--- config.mk ---
export PLATFORM = sky130hd
export DESIGN_NAME = mips_instr_fetch
export DESIGN_NICKNAME = d
export VERILOG_FILES = /design/src/rtl/mips_pkg.sv /design/src/rtl/pc_target_calc.sv /design/src/rtl/mips_instr_fetch.sv
export SDC_FILE = /design/constraint.sdc
export NUM_CORES = 1
export LEC_CHECK = 0
export CORE_ASPECT_RATIO = 0.75
export CORE_UTILIZATION = 40
export CTS_BUF_LIST = sky130_fd_sc_hd__clkbuf_4 sky130_fd_sc_hd__clkbuf_8
export DETAILED_ROUTE_END_ITERATION = 7
export GPL_TIMING_DRIVEN = 0
export PLACE_DENSITY = 0.7
export SKIP_LAST_GASP = 1
export SLEW_MARGIN = 40
export SYNTH_ARGS = -nofsm -noshare
export SYNTH_HDL_FRONTEND = slang
export SYNTH_SLANG_ARGS = --single-unit
--- constraint.sdc ---
create_clock -name clk -period 3.8 [get_ports clk]
set_input_delay 1.14 -clock clk [delete_from_list [all_inputs] [get_ports clk]]
set_output_delay 1.14 -clock clk [all_outputs]
set_load 0.05 [all_outputs]
--- src/rtl/mips_pkg.sv ---
// Shared MIPS core definitions: opcode constants, fetch FSM state and
// instruction width. Imported by the fetch stage and its helpers.
package mips_pkg;

  localparam int unsigned INSTR_W = 32;
  localparam int unsigned OP_W    = 6;

  localparam logic [OP_W-1:0] OP_RTYPE = 6'b000000;
  localparam logic [OP_W-1:0] OP_LW    = 6'b100011;
  localparam logic [OP_W-1:0] OP_SW    = 6'b101011;
  localparam logic [OP_W-1:0] OP_BEQ   = 6'b000100;
  localparam logic [OP_W-1:0] OP_J     = 6'b000010;
  localparam logic [OP_W-1:0] OP_ADDI  = 6'b001000;

  typedef enum logic {
    FETCH = 1'b0,
    HOLD  = 1'b1
  } fetchState_t;

endpackage

--- src/rtl/pc_target_calc.sv ---
// Combinational next-PC candidates for the held instruction.
// Ports:
//   ifPc         - address of the held instruction
//   instrLow     - instruction bits [25:0] (jump index / branch offset)
//   pc4          - ifPc + 4
//   branchTarget - pc4 + (sign-extended offset << 2)
//   jumpTarget   - {pc4[PC_W-1:28], index, 2'b00}
// All arithmetic wraps modulo 2^PC_W.
module pc_target_calc #(
  parameter int unsigned PC_W = 32
) (
  input  logic [PC_W-1:0] ifPc,
  input  logic [25:0]     instrLow,
  output logic [PC_W-1:0] pc4,
  output logic [PC_W-1:0] branchTarget,
  output logic [PC_W-1:0] jumpTarget
);

  logic [PC_W-1:0] branchOffset;

  // Word offset sign-extended to PC width and scaled to bytes.
  assign branchOffset = {{(PC_W-18){instrLow[15]}}, instrLow[15:0], 2'b00};

  assign pc4          = ifPc + PC_W'(4);
  assign branchTarget = pc4 + branchOffset;
  assign jumpTarget   = {pc4[PC_W-1:28], instrLow, 2'b00};

endmodule

--- src/rtl/mips_instr_fetch.sv ---
// Instruction fetch/sequencing stage of the single-issue MIPS core.
// Owns the PC, fetches words over a req/ack handshake, holds each word for
// the decoder on a valid/ready handshake, and redirects on taken beq / j.
// Ports:
//   clk, rst            - clock, asynchronous active-high reset
//   imem_req/addr       - fetch request and word-aligned address
//   imem_ack/rdata      - fetch response strobe and instruction word
//   if_valid/ready      - decoder handshake
//   if_instr/op/pc      - held instruction, its opcode field and address
//   branch, zero, jump  - controls sampled in the consume cycle
//   redirect            - one-cycle pulse after a taken consume
// Optional (macro FETCH_PERF_EN): perf_fetched, perf_stall, perf_redirect
// saturating counters.
module mips_instr_fetch
  import mips_pkg::*;
#(
  parameter int unsigned     PC_W     = 32,
  parameter logic [PC_W-1:0] RESET_PC = '0
) (
  input  logic               clk,
  input  logic               rst,
  output logic               imem_req,
  output logic [PC_W-1:0]    imem_addr,
  input  logic               imem_ack,
  input  logic [INSTR_W-1:0] imem_rdata,
  output logic               if_valid,
  input  logic               if_ready,
  output logic [INSTR_W-1:0] if_instr,
  output logic [OP_W-1:0]    if_op,
  output logic [PC_W-1:0]    if_pc,
  input  logic               branch,
  input  logic               zero,
  input  logic               jump,
  output logic               redirect
`ifdef FETCH_PERF_EN
  ,
  output logic [31:0]        perf_fetched,
  output logic [31:0]        perf_stall,
  output logic [15:0]        perf_redirect
`endif
);

  localparam logic [PC_W-1:0] RESET_PC_ALIGNED = {RESET_PC[PC_W-1:2], 2'b00};

  fetchState_t     state;
  logic [PC_W-1:0] pc;
  logic [PC_W-1:0] pc4;
  logic [PC_W-1:0] branchTarget;
  logic [PC_W-1:0] jumpTarget;
  logic [PC_W-1:0] nextPc;
  logic            consume;
  logic            taken;

  pc_target_calc #(.PC_W(PC_W)) targetCalc (
    .ifPc         (if_pc),
    .instrLow     (if_instr[25:0]),
    .pc4          (pc4),
    .branchTarget (branchTarget),
    .jumpTarget   (jumpTarget)
  );

  // Request follows the state but is gated by rst so it drops the moment reset rises.
  assign imem_req  = (state == FETCH) & ~rst;
  assign imem_addr = pc;
  assign if_op     = if_instr[31:26];

  assign consume = (state == HOLD) & if_valid & if_ready;
  assign taken   = jump | (branch & zero);

  // Jump wins over branch when both are asserted.
  always_comb begin
    nextPc = pc4;
    if (jump) begin
      nextPc = jumpTarget;
    end else if (branch & zero) begin
      nextPc = branchTarget;
    end
  end

  // Fetch sequencing FSM.
  always_ff @(posedge clk or posedge rst) begin
    if (rst) begin
      state    <= FETCH;
      pc       <= RESET_PC_ALIGNED;
      if_valid <= 1'b0;
      if_instr <= '0;
      if_pc    <= '0;
      redirect <= 1'b0;
    end else begin
      redirect <= 1'b0;
      case (state)
        FETCH: begin
          if (imem_ack) begin
            if_instr <= imem_rdata;
            if_pc    <= pc;
            if_valid <= 1'b1;
            state    <= HOLD;
          end
        end
        HOLD: begin
          if (consume) begin
            if_valid <= 1'b0;
            pc       <= nextPc;
            redirect <= taken;
            state    <= FETCH;
          end
        end
        default: state <= FETCH;
      endcase
    end
  end

`ifdef FETCH_PERF_EN
  // Saturating performance counters.
  always_ff @(posedge clk or posedge rst) begin
    if (rst) begin
      perf_fetched  <= '0;
      perf_stall    <= '0;
      perf_redirect <= '0;
    end else begin
      if (consume && (perf_fetched != '1)) begin
        perf_fetched <= perf_fetched + 32'd1;
      end
      if ((state == FETCH) && !imem_ack && (perf_stall != '1)) begin
        perf_stall <= perf_stall + 32'd1;
      end
      if (consume && taken && (perf_redirect != '1)) begin
        perf_redirect <= perf_redirect + 16'd1;
      end
    end
  end
`endif

endmodule

# [Word-level counts from Yosys, hierarchy flattened]
# Index checks and enable logic that the tools add are counted.
[totals] register_bits=99 in_bits=39
[op_classes] add_sub_neg=2 n_eq_ne=2 mux=10 bitwise=7 n_reduce_logical=3
[ops] operator="32-bit 2-to-1 mux" n=2
[ops] operator="32-bit by 3-bit adder with 32-bit output, second input constant" n=1
[ops] operator="32-bit adder" n=1
[ops] operator="1-bit 2-to-1 mux" n=6
[ops] operator="2-bit AND reduction" n=3
[ops] operator="1-bit AND" n=4
[ops] operator="1-bit case mux with 2 select lines" n=2
[ops] operator="2-bit by 1-bit inequality test with 1-bit output, second input constant" n=1
[ops] operator="2-bit inequality test, second input constant" n=1
[ops] operator="1-bit NOT" n=2
[ops] operator="1-bit bitwise OR" n=1

# [Longest topological paths before layout]
# Gate-level depths: netlist of the first run.
[depth] ltp_word=4 depth_mapped=15

# [Hierarchy]
# A second synthesis of the first run with hierarchy kept.
[hier_totals] cells_unflattened=688 hier_area_um2=6942.9
[by_module_without_submodules] module="mips_instr_fetch" instances=1 cells_per_inst=335 area_each_um2=4485.6
[by_module_without_submodules] module="pc_target_calc" instances=1 cells_per_inst=353 area_each_um2=2457.4

# [Worst setup path after synthesis of the first run]
# No wires, ideal clock.
[synth_path] kind="register -> register" startpoint="register if_pc[8]" endpoint="register pc[31] (netlist: imem_addr[31])" arrival_time_ns=3.685 path_slack_ns=-0.011 stages_incl_launch_ff=14 path_buffers=0 period_less_slack_ns=3.811 cell_sequence="dfrtp_1 > nand4_1 > nor3_2 > and3_1 > and3_1 > xor2_1 > ha_1 > a21oi_1 > nor3b_1 > a211oi_1 > a211oi_1 > nor2_1 > or3_1 > a221o_1"
[synth_via] elab_chain_cells=4
[synth_rtl] item="from (decl)" line_no="mips_instr_fetch.sv:30" source="output logic [PC_W-1:0] if_pc,"
[synth_rtl] item="from (signal assigned)" line_no="mips_instr_fetch.sv:95" source="if_pc <= pc;"
[synth_rtl] item="32-bit by 3-bit adder with 32-bit output *" line_no="pc_target_calc.sv:24" source="assign pc4 = ifPc + PC_W'(4);"
[synth_rtl] item="32-bit adder" line_no="pc_target_calc.sv:25" source="assign branchTarget = pc4 + branchOffset;"
[synth_rtl] item="32-bit 2-to-1 mux" line_no="mips_instr_fetch.sv:75" source="end else if (branch & zero) begin"
[synth_rtl] item="32-bit 2-to-1 mux *" line_no="mips_instr_fetch.sv:73" source="if (jump) begin"
[synth_rtl] item="to (signal assigned)" line_no="mips_instr_fetch.sv:103" source="pc <= nextPc;"
[synth_rtl] item="to (decl)" line_no="mips_instr_fetch.sv:46" source="logic [PC_W-1:0] pc;"
# Every way passes the cells marked *; elsewhere a longest branch is shown, timed or not.
# A chain may end at the register's enable or synchronous reset.

# [Worst setup path after layout of the first run]
[layout_path] startpoint="input rst" endpoint="output imem_req"
[layout_via] elab_chain_cells=2
[layout_rtl] item="from (decl)" line_no="mips_instr_fetch.sv:21" source="input logic rst,"
[layout_rtl] item="1-bit NOT" line_no="mips_instr_fetch.sv:63" source="assign imem_req = (state == FETCH) & ~rst;"
[layout_rtl] item="1-bit AND" line_no="mips_instr_fetch.sv:63"
[layout_rtl] item="to (decl)" line_no="mips_instr_fetch.sv:22" source="output logic imem_req,"
# No other way between the ends.

==> results of run 1 <==
-- cell usage in the layout, fill, tap and decap left out, types with 12 or more instances in the layout --
cell type,instances
a21oi_1,44
clkbuf_1,18
clkdlybuf4s50_1,143
dfrtp_1,92
ha_1,37
mux2_2,62
nand2_1,82
nand3_1,18
nand4_1,12
nor2_1,46
o21ai_0,39
xnor2_1,34
xor2_1,14
-- worst max-delay path, delay by kind of cell --
kind                   cells  cell delay (ns)
buffers and inverters      2             1.31
and+or+nand+nor            1             0.13
-- cell type report --
type                       count  area share, %
buffer                        28           1.53
clock buffer                  10           1.65
clock inverter                 6          0.674
inverter                       9          0.494
multi-input combinational    525           45.0
sequential                    99           29.7
tap                          205           3.07
timing repair buffer         147           17.9
-- stage by stage --
stage,instance area [µm²],TNS (ns)
2_1_floorplan,6350,-0.0112
3_3_place_gp,8040,-154.69
3_5_place_dp,8070,-0.478
4_1_cts,8320,0
5_1_grt,8360,-0.112
6_report,8360,0
-- worst min-delay path by stage --
stage	slack [ns]	to	from	cells after the start
after floorplan	0.50	if_valid	state	1
after global placement	0.49	imem_addr[1]	imem_addr[1]	2
after detailed placement	0.49	imem_addr[15]	imem_addr[15]	2
after CTS	0.52	imem_addr[15]	imem_addr[15]	2
after global routing	0.55	imem_addr[3]	imem_addr[3]	2
final	0.52	imem_addr[15]	imem_addr[15]	2
-- registers in the layout, indices dropped and copies added (netlist names) --
name       flops
state          1
imem_addr     32
if_pc         32
if_valid       1
if_instr      32
redirect       1
-- per-layer routing --
layer / track usage [%] / part of all wire, %
met3: 5.23 / 8.8
met4: 6.05 / 0.84
met1: 38.5 / 51
met2: 34.2 / 40
met5: 0 / 0
-- timing repair --
action / 4_1_cts / 5_1_grt
buffers inserted: 3 / 0
setup endpoints to repair: 4 / 7
pin swaps: 3 / 1
hold endpoints to repair: 0 / 0
gates resized for setup: 6 / 12
-- kinds of logic (layout without fill, tap and decap cells) --
| group | after synthesis | in the layout | synth area share [%] |
|---|---|---|---|
| multiplexers | 63 | 63 | 11.2 |
| AO/OA/AOI/OAI | 164 | 164 | 16.5 |
| flip-flops | 99 | 99 | 39.0 |
| AND/OR/NAND/NOR | 211 | 211 | 16.3 |
| buffers and inverters | 38 | 200 | 2.60 |
| adder cells (fa/ha/maj) | 38 | 38 | 7.61 |
| XOR/XNOR | 49 | 49 | 6.88 |
==> results list, run 1 <==
- Status: completed
- At the pin with the least slew margin, the transition time is 0.881 ns.
- Clock buffers created by TritonCTS: 9
- Post-layout instance count excluding filler cells: 1,029
- Chip width: 147 µm
- OpenSTA, run right after detailed placement, puts the worst setup slack at -0.231 ns.
- The count of nets left with antenna violations once routing finished came out at 0.
- In this run the tightest slew margin relative to its limit is 41.1%.
- CTS built an H-tree with a depth of 3.
- Most common cell type on the critical path: clkdlybuf4s50_1
- In this run the biggest area consumer among cell types represents 39.0% of the synthesized area.
- The largest total area in the synthesized netlist belongs to dfrtp_1.
- Area inside the core boundary: 15,400 µm²
- Number of library cell types mapped by synthesis: 64
- Cell with the largest stage delay on the worst path: clkdlybuf4s50_1
* Worst slack on hold paths: 0.520 ns
* Combined global-route utilization of all metal layers: 24.8%
- Worst min-delay path category: flip-flop to flip-flop
* Crit path largest cell delay: 0.80 ns
- Across all register-to-register paths, the minimum setup slack is 0.09 ns.
- The number of nets handed over by synthesis was 739.
- Setup repair after global routing could not meet its margin everywhere.
- After synthesis, the share of flip-flops with an asynchronous set or reset is 100%.
- Multi-input combinational cell area: 3760 µm²
- Min Tclk post-route: 3.73 ns
* Total Die Area: 16,400 µm²
- Summed over all layers, the routed wires come to 19,700 µm.
- Critical path startpoint category: primary input
* Wire length of the first global-routing pass: 30,900 µm
* Mean instance size in the synthesized netlist: 9.59 µm²
- FF/Latch Area: 2490 µm²
- The initial utilization of the core area, before any placement, comes to 41.3%.
- By startpoint and endpoint, the worst setup path is classified as primary input to output pin.
- The via count of the first global-routing pass is 5,418.
* Crit path max fanout: 2
* Slack of the critical path: 0.0722 ns
- Static timing analysis puts the maximum clock frequency at 268 MHz.
- For this block, the initial DRC count from the detailed router was 551.
- Portion of the post-synthesis area used by sequential elements: 39.0%
- Counting along the longest clock path gives a buffer depth of 2.
- Cells with a size suffix above 1 make up 14.3% of the layout.
- Clock tree from TritonCTS: done
- Number of remaining DRC errors: 0
- Synthesis warning total: 0
* Antenna cells: 0
- Summed over all layers, the global routing overflow is 0.
- The number of antenna violations at the first check in global routing was 0.
- At the worst endpoint, the required time is 2.66 ns.
* Area overhead of the layout relative to synthesis: 31.7%
- The max-slew violation count was 0.
- WL per Instance: 19.1 µm
- Row generation in the floorplan step produced 39 rows.
- The most critical setup path has its endpoint at imem_req.
* Series of cell instances along the critical path: clkdlybuf4s50_1 -> nor2_1 -> clkdlybuf4s50_1
* Synth area leaders: dfrtp_1 39%, mux2_2 11%, ha_1 7.3%, nand2_1 4.8%, xnor2_1 4.7%
- Fraction of the cycle the final worst path needs: 98.1%
- The routed layout has 5,713 vias.
* Clock transition at the registers of the reported paths: 0.11 ns
- STA classifies the critical path endpoint as an output pin.
* Ports placed on the boundary: 144
- Insertion delay to the later sink of the worst-skew pair: 0.40 ns
- Via-per-instance ratio: 5.55
- The most used flip-flop cell after synthesis is dfrtp_1.
- Post-synth EDFFs: 0
- The worst register-to-register path begins at if_pc[4].
- Post-route core utilization: 54.4%
- Counting cells, the worst reg-to-reg path comes to 13.
* Number of buffers added to fix hold violations after cts: 0
- Number of flip-flops and latches in the synthesized netlist: 99
- Pin count of the biggest net entering global routing: 69
* Critical R2R Capture: imem_addr[31]
- Across the run, the number of max-cap violations was 0.
- Number of hold violations in the final report: 0
* Most frequently used cell type in the post-synthesis netlist: dfrtp_1
* Setup skew after layout: 0.0140 ns
- Cell area after technology mapping: 6350 µm²
- For this run, the detailed router's first-pass iteration total came to 6.
- Setup violations remaining at the end of the flow were counted as 0.
- Synthesized instance count: 662
* Final weighted congestion of routability-driven global placement: 0.944
* Number of sinks handled by clock tree synthesis: 99
- Clock root buffer master: clkbuf_8
- From bottom edge to top edge, the die measures 111 µm.
* Number of buffers added on ports: 143
- Fillers: 1,438
- Signal arrival time at the worst endpoint: 2.59 ns
- By count the netlist is led by 99 x dfrtp_1, 82 x nand2_1, 62 x mux2_2, 46 x nor2_1, 45 x a21oi_1.
- Detailed placement ended at an HPWL of 14,800 µm.
- The net count of the finished layout is 896.
* Placed cell count: 1,011
- Start point of the critical path: rst
Power of run 1 is not shown: default switching activity piles up to over one toggle a cycle in this logic, so the estimate is an artifact.
==> run 2: changes to the inputs <==
--- a/config.mk
+++ b/config.mk
@@ -8,9 +8,11 @@
 export CORE_ASPECT_RATIO = 0.75
 export CORE_UTILIZATION = 40
 export CTS_BUF_LIST = sky130_fd_sc_hd__clkbuf_4 sky130_fd_sc_hd__clkbuf_8
+export CTS_CLUSTER_DIAMETER = 50
 export DETAILED_ROUTE_END_ITERATION = 7
 export GPL_TIMING_DRIVEN = 0
 export PLACE_DENSITY = 0.7
+export RECOVER_POWER = 25
 export SKIP_LAST_GASP = 1
 export SLEW_MARGIN = 40
 export SYNTH_ARGS = -nofsm -noshare
==> results list, run 2 (synthesis gave the netlist of run 1 again) <==
- Of the available clock period, the critical path in the final layout requires 98.6%.
* Total length of routed wires: 19,600 µm
* DRT antenna net count: 0
- Via-per-instance ratio: 5.52
- The number of clock buffers added by TritonCTS is 9.
- The max-slew violation count is 0.
- Initial Utilization: 41.3%
- Number of sinks handled by clock tree synthesis: 99
- For the pin with the worst max-slew slack, the measured transition is 1.45 ns.
- Final-layout setup total negative slack: 0 ns
- Total Die Area: 16,400 µm²
* WL per Instance: 19.1 µm
* Area overhead of the layout relative to synthesis: 31.3%
- The number of antenna violations at the first check in global routing is 0.
- Total via count after detailed routing: 5,682
- Clock tree buffer depth: 2
- Signal arrival time at the worst endpoint: 2.61 ns
- Min Tclk post-route: 3.75 ns
* Area inside the core boundary: 15,400 µm²
- Row generation in the floorplan step produced 39 rows.
- In this run the tightest slew margin relative to its limit is 2.95%.
* Number of levels in the clock H-tree: 3
- Detailed Place HPWL: 14,800 µm
- Wire length of the first global-routing pass: 30,900 µm
- The count of buffers added on input and output ports is 143.
* Ports placed on the boundary: 144
* Number of stages on the worst hold path: 2
- Leaving out fill and tap cells, the most frequent cell in the layout is clkdlybuf4s50_1.
- Critical R2R Capture: imem_addr[31]
- The net count of the finished layout is 896.
- Timing would allow up to 267 MHz.
- After clock tree synthesis, the clock-pin slew on the worst setup and hold paths is 0.11 ns.
* Number of remaining DRC errors: 0
- Clock tree from TritonCTS: done
* Critical path startpoint category: primary input
- Count of final setup violators: 0
* Start point of the critical path: rst
* Number of hold violations in the final report: 0
- Kind of critical path: primary input to output pin
- Antenna cells: 0
- Status: completed
- Critical Path Sink Type: output pin
- Starting DRC count in detailed routing: 499
- The congestion estimate from routability-driven global placement came to 0.944.
- For the final database, setup skew stands at 0.0157 ns.
* Combined global-route utilization of all metal layers: 24.8%
- At the later pin of the worst-skew pair, clock insertion delay measures 0.40 ns.
- The first detailed-routing pass ran for 5 iterations.
- Of all nets on the critical path, the largest fanout is 2.
- The layout has 1,442 filler cells.
- Global routing finished with a remaining overflow of 0.
- The worst hold path terminates at imem_addr[15].
- Setup slack on the worst reg-to-reg path comes out at 0.09 ns.
- Chip width: 147 µm
- Clock root buffer master: clkbuf_8
* Required time of the worst setup path: 2.66 ns
- The library cells used most frequently in the layout, excluding fill and tap cells, are 141 x clkdlybuf4s50_1, 92 x dfrtp_1, 82 x nand2_1.
- Entering global routing, the biggest net connects 69 pins.
- The startpoint identified for the worst hold timing path is imem_addr[15].
- Via count of the first global-routing pass: 5,418
- Setup repair after global routing could not meet its margin everywhere.
- MaxCap Viol Count: 0
- The startpoint identified for the worst register-to-register timing path is if_pc[4].
- Number of cells on the worst reg-to-reg path: 13
- Y dimension of the die: 111 µm
- Layout cell share with drive strength beyond 1: 14.3%
- The worst hold path belongs to the class flip-flop to flip-flop.
==> run 2: changes by cell type in the layout (fill, tap and decap cells not counted), sizes merged <==
cell,change
clkdlybuf4s50,-2
dlygate4sd3,+2
buf,-1
clkbuf,+1
clkinvlp,+1
inv,-1
==> run 2: stage by stage <==
stage          cells  util (%)  cell area [µm²]  hold WS, ns  worst slack, ns
2_1_floorplan    662         -             6350        0.499          -0.0112
3_3_place_gp    1010      52.3             8040        0.486            -1.57
3_5_place_dp    1011      52.5             8070        0.495           -0.231
4_1_cts         1030      54.1             8320        0.520          0.00125
5_1_grt         1029      54.2             8330        0.550           -0.112
6_report        1029      54.2             8330        0.518           0.0540
==> run 2: timing repair <==
action,in CTS,in global routing
gates resized for setup,6,12
setup buffers,3,0
endpoints found under the setup margin,4,7
hold buffers,0,0
pin swaps,3,1
==> run 2: worst max-delay path, stage by stage <==
cell	delay [ns]
dlygate4sd3_1	0.57
nor2_1	0.09
clkdlybuf4s50_1	0.80
==> run 2: how the worst max path moves through the flow <==
stage | end | slack, ns | cells after the start
after global placement | imem_addr[10] | -1.57 | 2
after global routing | imem_addr[31] | -0.11 | 14
after floorplan | imem_addr[31] | -0.01 | 13
after CTS | imem_addr[31] | 0.001 | 13
final | imem_req | 0.05 | 3
after detailed placement | imem_addr[31] | -0.23 | 13
==> run 2: area by class of cell <==
cell class	instances	area, µm²	share of cell area, %
Multi-Input combinational cell	525	3760	45.1
Sequential cell	99	2490	29.8
Timing Repair Buffer	147	1470	17.7
Tap cell	205	256	3.08
Clock buffer	10	138	1.65
Buffer	28	128	1.53
Clock inverter	6	56.3	0.676
Inverter	9	35.0	0.420
==> run 2: routing by layer <==
layer | wire [µm] | global-route usage, %
met1 | 10200 | 38.5
met2 | 7740 | 34.2
met3 | 1530 | 5.23
met4 | 201 | 6.05
met5 | 0 | 0
Power of run 2 is left out for the same reason.
==> run 3: changes to the inputs <==
--- a/config.mk
+++ b/config.mk
@@ -11,6 +11,7 @@
 export CTS_CLUSTER_DIAMETER = 50
 export DETAILED_ROUTE_END_ITERATION = 7
 export GPL_TIMING_DRIVEN = 0
+export MAX_ROUTING_LAYER = met4
 export PLACE_DENSITY = 0.7
 export RECOVER_POWER = 25
 export SKIP_LAST_GASP = 1
==> results list, run 3 (synthesis gave the netlist of run 1 again) <==
- Kind of critical path: flip-flop to flip-flop
* Setup skew after layout: 0.0151 ns
- Min Tclk post-route: 3.65 ns
- Hold repair after CTS inserted 0 buffers.
- In this run the core area contains 39 standard-cell rows.
- Of the available clock period, the critical path in the final layout requires 96.0%.
* Layout cell share with drive strength beyond 1: 15.7%
- Number of levels in the clock H-tree: 3
* Slack of the critical path: 0.152 ns
- Starting DRC count in detailed routing: 591
* Signal arrival time at the worst endpoint: 3.94 ns
* Final Max Slew Viols: 0
- The run finished, with violations left.
- Excluding fillers, the count of instances in the completed layout stands at 1,033.
* Overflow left after global routing: 0
- The critical path goes through nand4_4 -> nor4_4 -> buf_12 -> nand3_1 -> xnor2_2 -> ha_1 -> and2_1 -> o21ai_0 -> a21oi_1 -> nor2_1 -> o311a_1 -> or3_1 -> a221o_1.
* Via-per-instance ratio: 5.64
- The setup check on the worst reg-to-reg path leaves a slack of 0.15 ns.
* Critical Path Sink Type: flip-flop
* Required time of the worst setup path: 4.09 ns
- The first detailed-routing pass took 5 iterations.
* Fillers: 1,446
* Count of final setup violators: 0
- Counting the buffers created by CTS gives 9.
- Ports placed on the boundary: 144
- Via count of the first global-routing pass: 5,399
- Worst slack on hold paths: 0.512 ns
- Measured along the x axis, the die boundary spans 147 µm.
- Initial Utilization: 41.3%
- Input and output buffers added on the ports amount to 143.
- Leaving out fill and tap cells, the most frequent cells in the layout are 142 x clkdlybuf4s50_1, 91 x dfrtp_1, 82 x nand2_1.
* Fin nets: 900
- In the routed design, unresolved DRC markers number 0.
* Cell with the largest stage delay on the worst path: dfrtp_2
- The clock drives 99 sinks.
- Total Die Area: 16,400 µm²
* Wire length of the first global-routing pass: 31,200 µm
* Final weighted congestion of routability-driven global placement: 0.951
* Area overhead of the layout relative to synthesis: 32.7%
- Max-cap violations in this run came to 1.
- The tightest min-delay check is of the flip-flop to flip-flop type.
- Pin count of the biggest net entering global routing: 67
- Counting along the longest clock path gives a buffer depth of 2.
- In the final routed layout, each cell accounts on average for 19.2 µm.
* DRT antenna net count: 0
- Pre-CTS setup slack: -0.219 ns
* Antenna cells: 0
- Timing would allow up to 274 MHz.
- Critical path startpoint category: flip-flop
* Detailed Place HPWL: 14,800 µm
- From bottom edge to top edge, the die measures 111 µm.
- Number of hold violations in the final report: 0
* Area inside the core boundary: 15,400 µm²
- Leaving out fill and tap cells, the most frequent cell in the layout is clkdlybuf4s50_1.
- Total via count after detailed routing: 5,828
* Clock tree from TritonCTS: done
- Headroom to the max-slew limit came out at 0.956%.
* Placed cell count: 1,011
- The final layout contains routed wiring with a total length of 19,800 µm.
* Crit path max fanout: 8
* Transition time of the tightest slew-check pin: 1.48 ns
- Insertion delay to the later sink of the worst-skew pair: 0.40 ns
* Clock transition at the registers of the reported paths: 0.11 ns
* Combined global-route utilization of all metal layers: 25.5%
* Crit path largest cell delay: 0.49 ns
- The number of buffers and inverters on the critical path is 1.
- Largest delay contributor family on the critical path: simple AND/OR/NAND/NOR gates
- Number of antenna violations at the first check in global routing: 1
* Clock root buffer master: clkbuf_8
- Violated checks: capacitance limit
-- run 3: path summary, 6_finish.rpt --
path,start,to,cells past startpoint
max,if_pc[4],imem_addr[31],13
min,imem_addr[15],imem_addr[15],2
max reg2reg,if_pc[4],imem_addr[31],13
min reg2reg,imem_addr[15],imem_addr[15],2
max in group asynchronous,rst,if_pc[7],3
min in group asynchronous,rst,if_pc[15],2
-- run 3: area by class of cell --
class                   count  area [µm²]  area share, %
well taps                 205         256           3.05
repair buffers            151        1500           17.9
inverters                   9        35.0          0.416
plain buffers              28         128           1.52
multi-input cells         525        3800           45.2
clock buffers               9         124           1.47
clock inverters             7        85.1           1.01
flip-flops and latches     99        2490           29.5
-- run 3: worst min-delay path: stages, from the launching register on --
cell and delay, ns:
dfrtp_1 0.37, nand2_1 0.05, o21ai_0 0.06
-- run 3: per-layer routing --
layer,part of all wire [%],vias to the layer above,track usage [%]
met5,0,-,-
met4,0.79,0,4.60
met3,7.8,16,4.77
met2,41,250,34.9
met1,51,2827,38.9
li1,-,2735,-
-- run 3: per-stage QoR --
stage                     utilization [%]  TNS, ns  cell area, µm²
final                                54.8        0            8420
after global routing                 54.8  -0.0249            8420
after CTS                            54.1  -0.0390            8320
after detailed placement             52.5   -0.485            8070
after global placement               52.3  -146.10            8040
after floorplan                         -  -0.0112            6350
-- run 3: what timing repair did --
item,4_1_cts,5_1_grt
gates resized for setup,5,23
setup endpoints to repair,4,5
pin swaps,3,3
setup buffers,2,5
Power of run 3 is left out for the same reason.
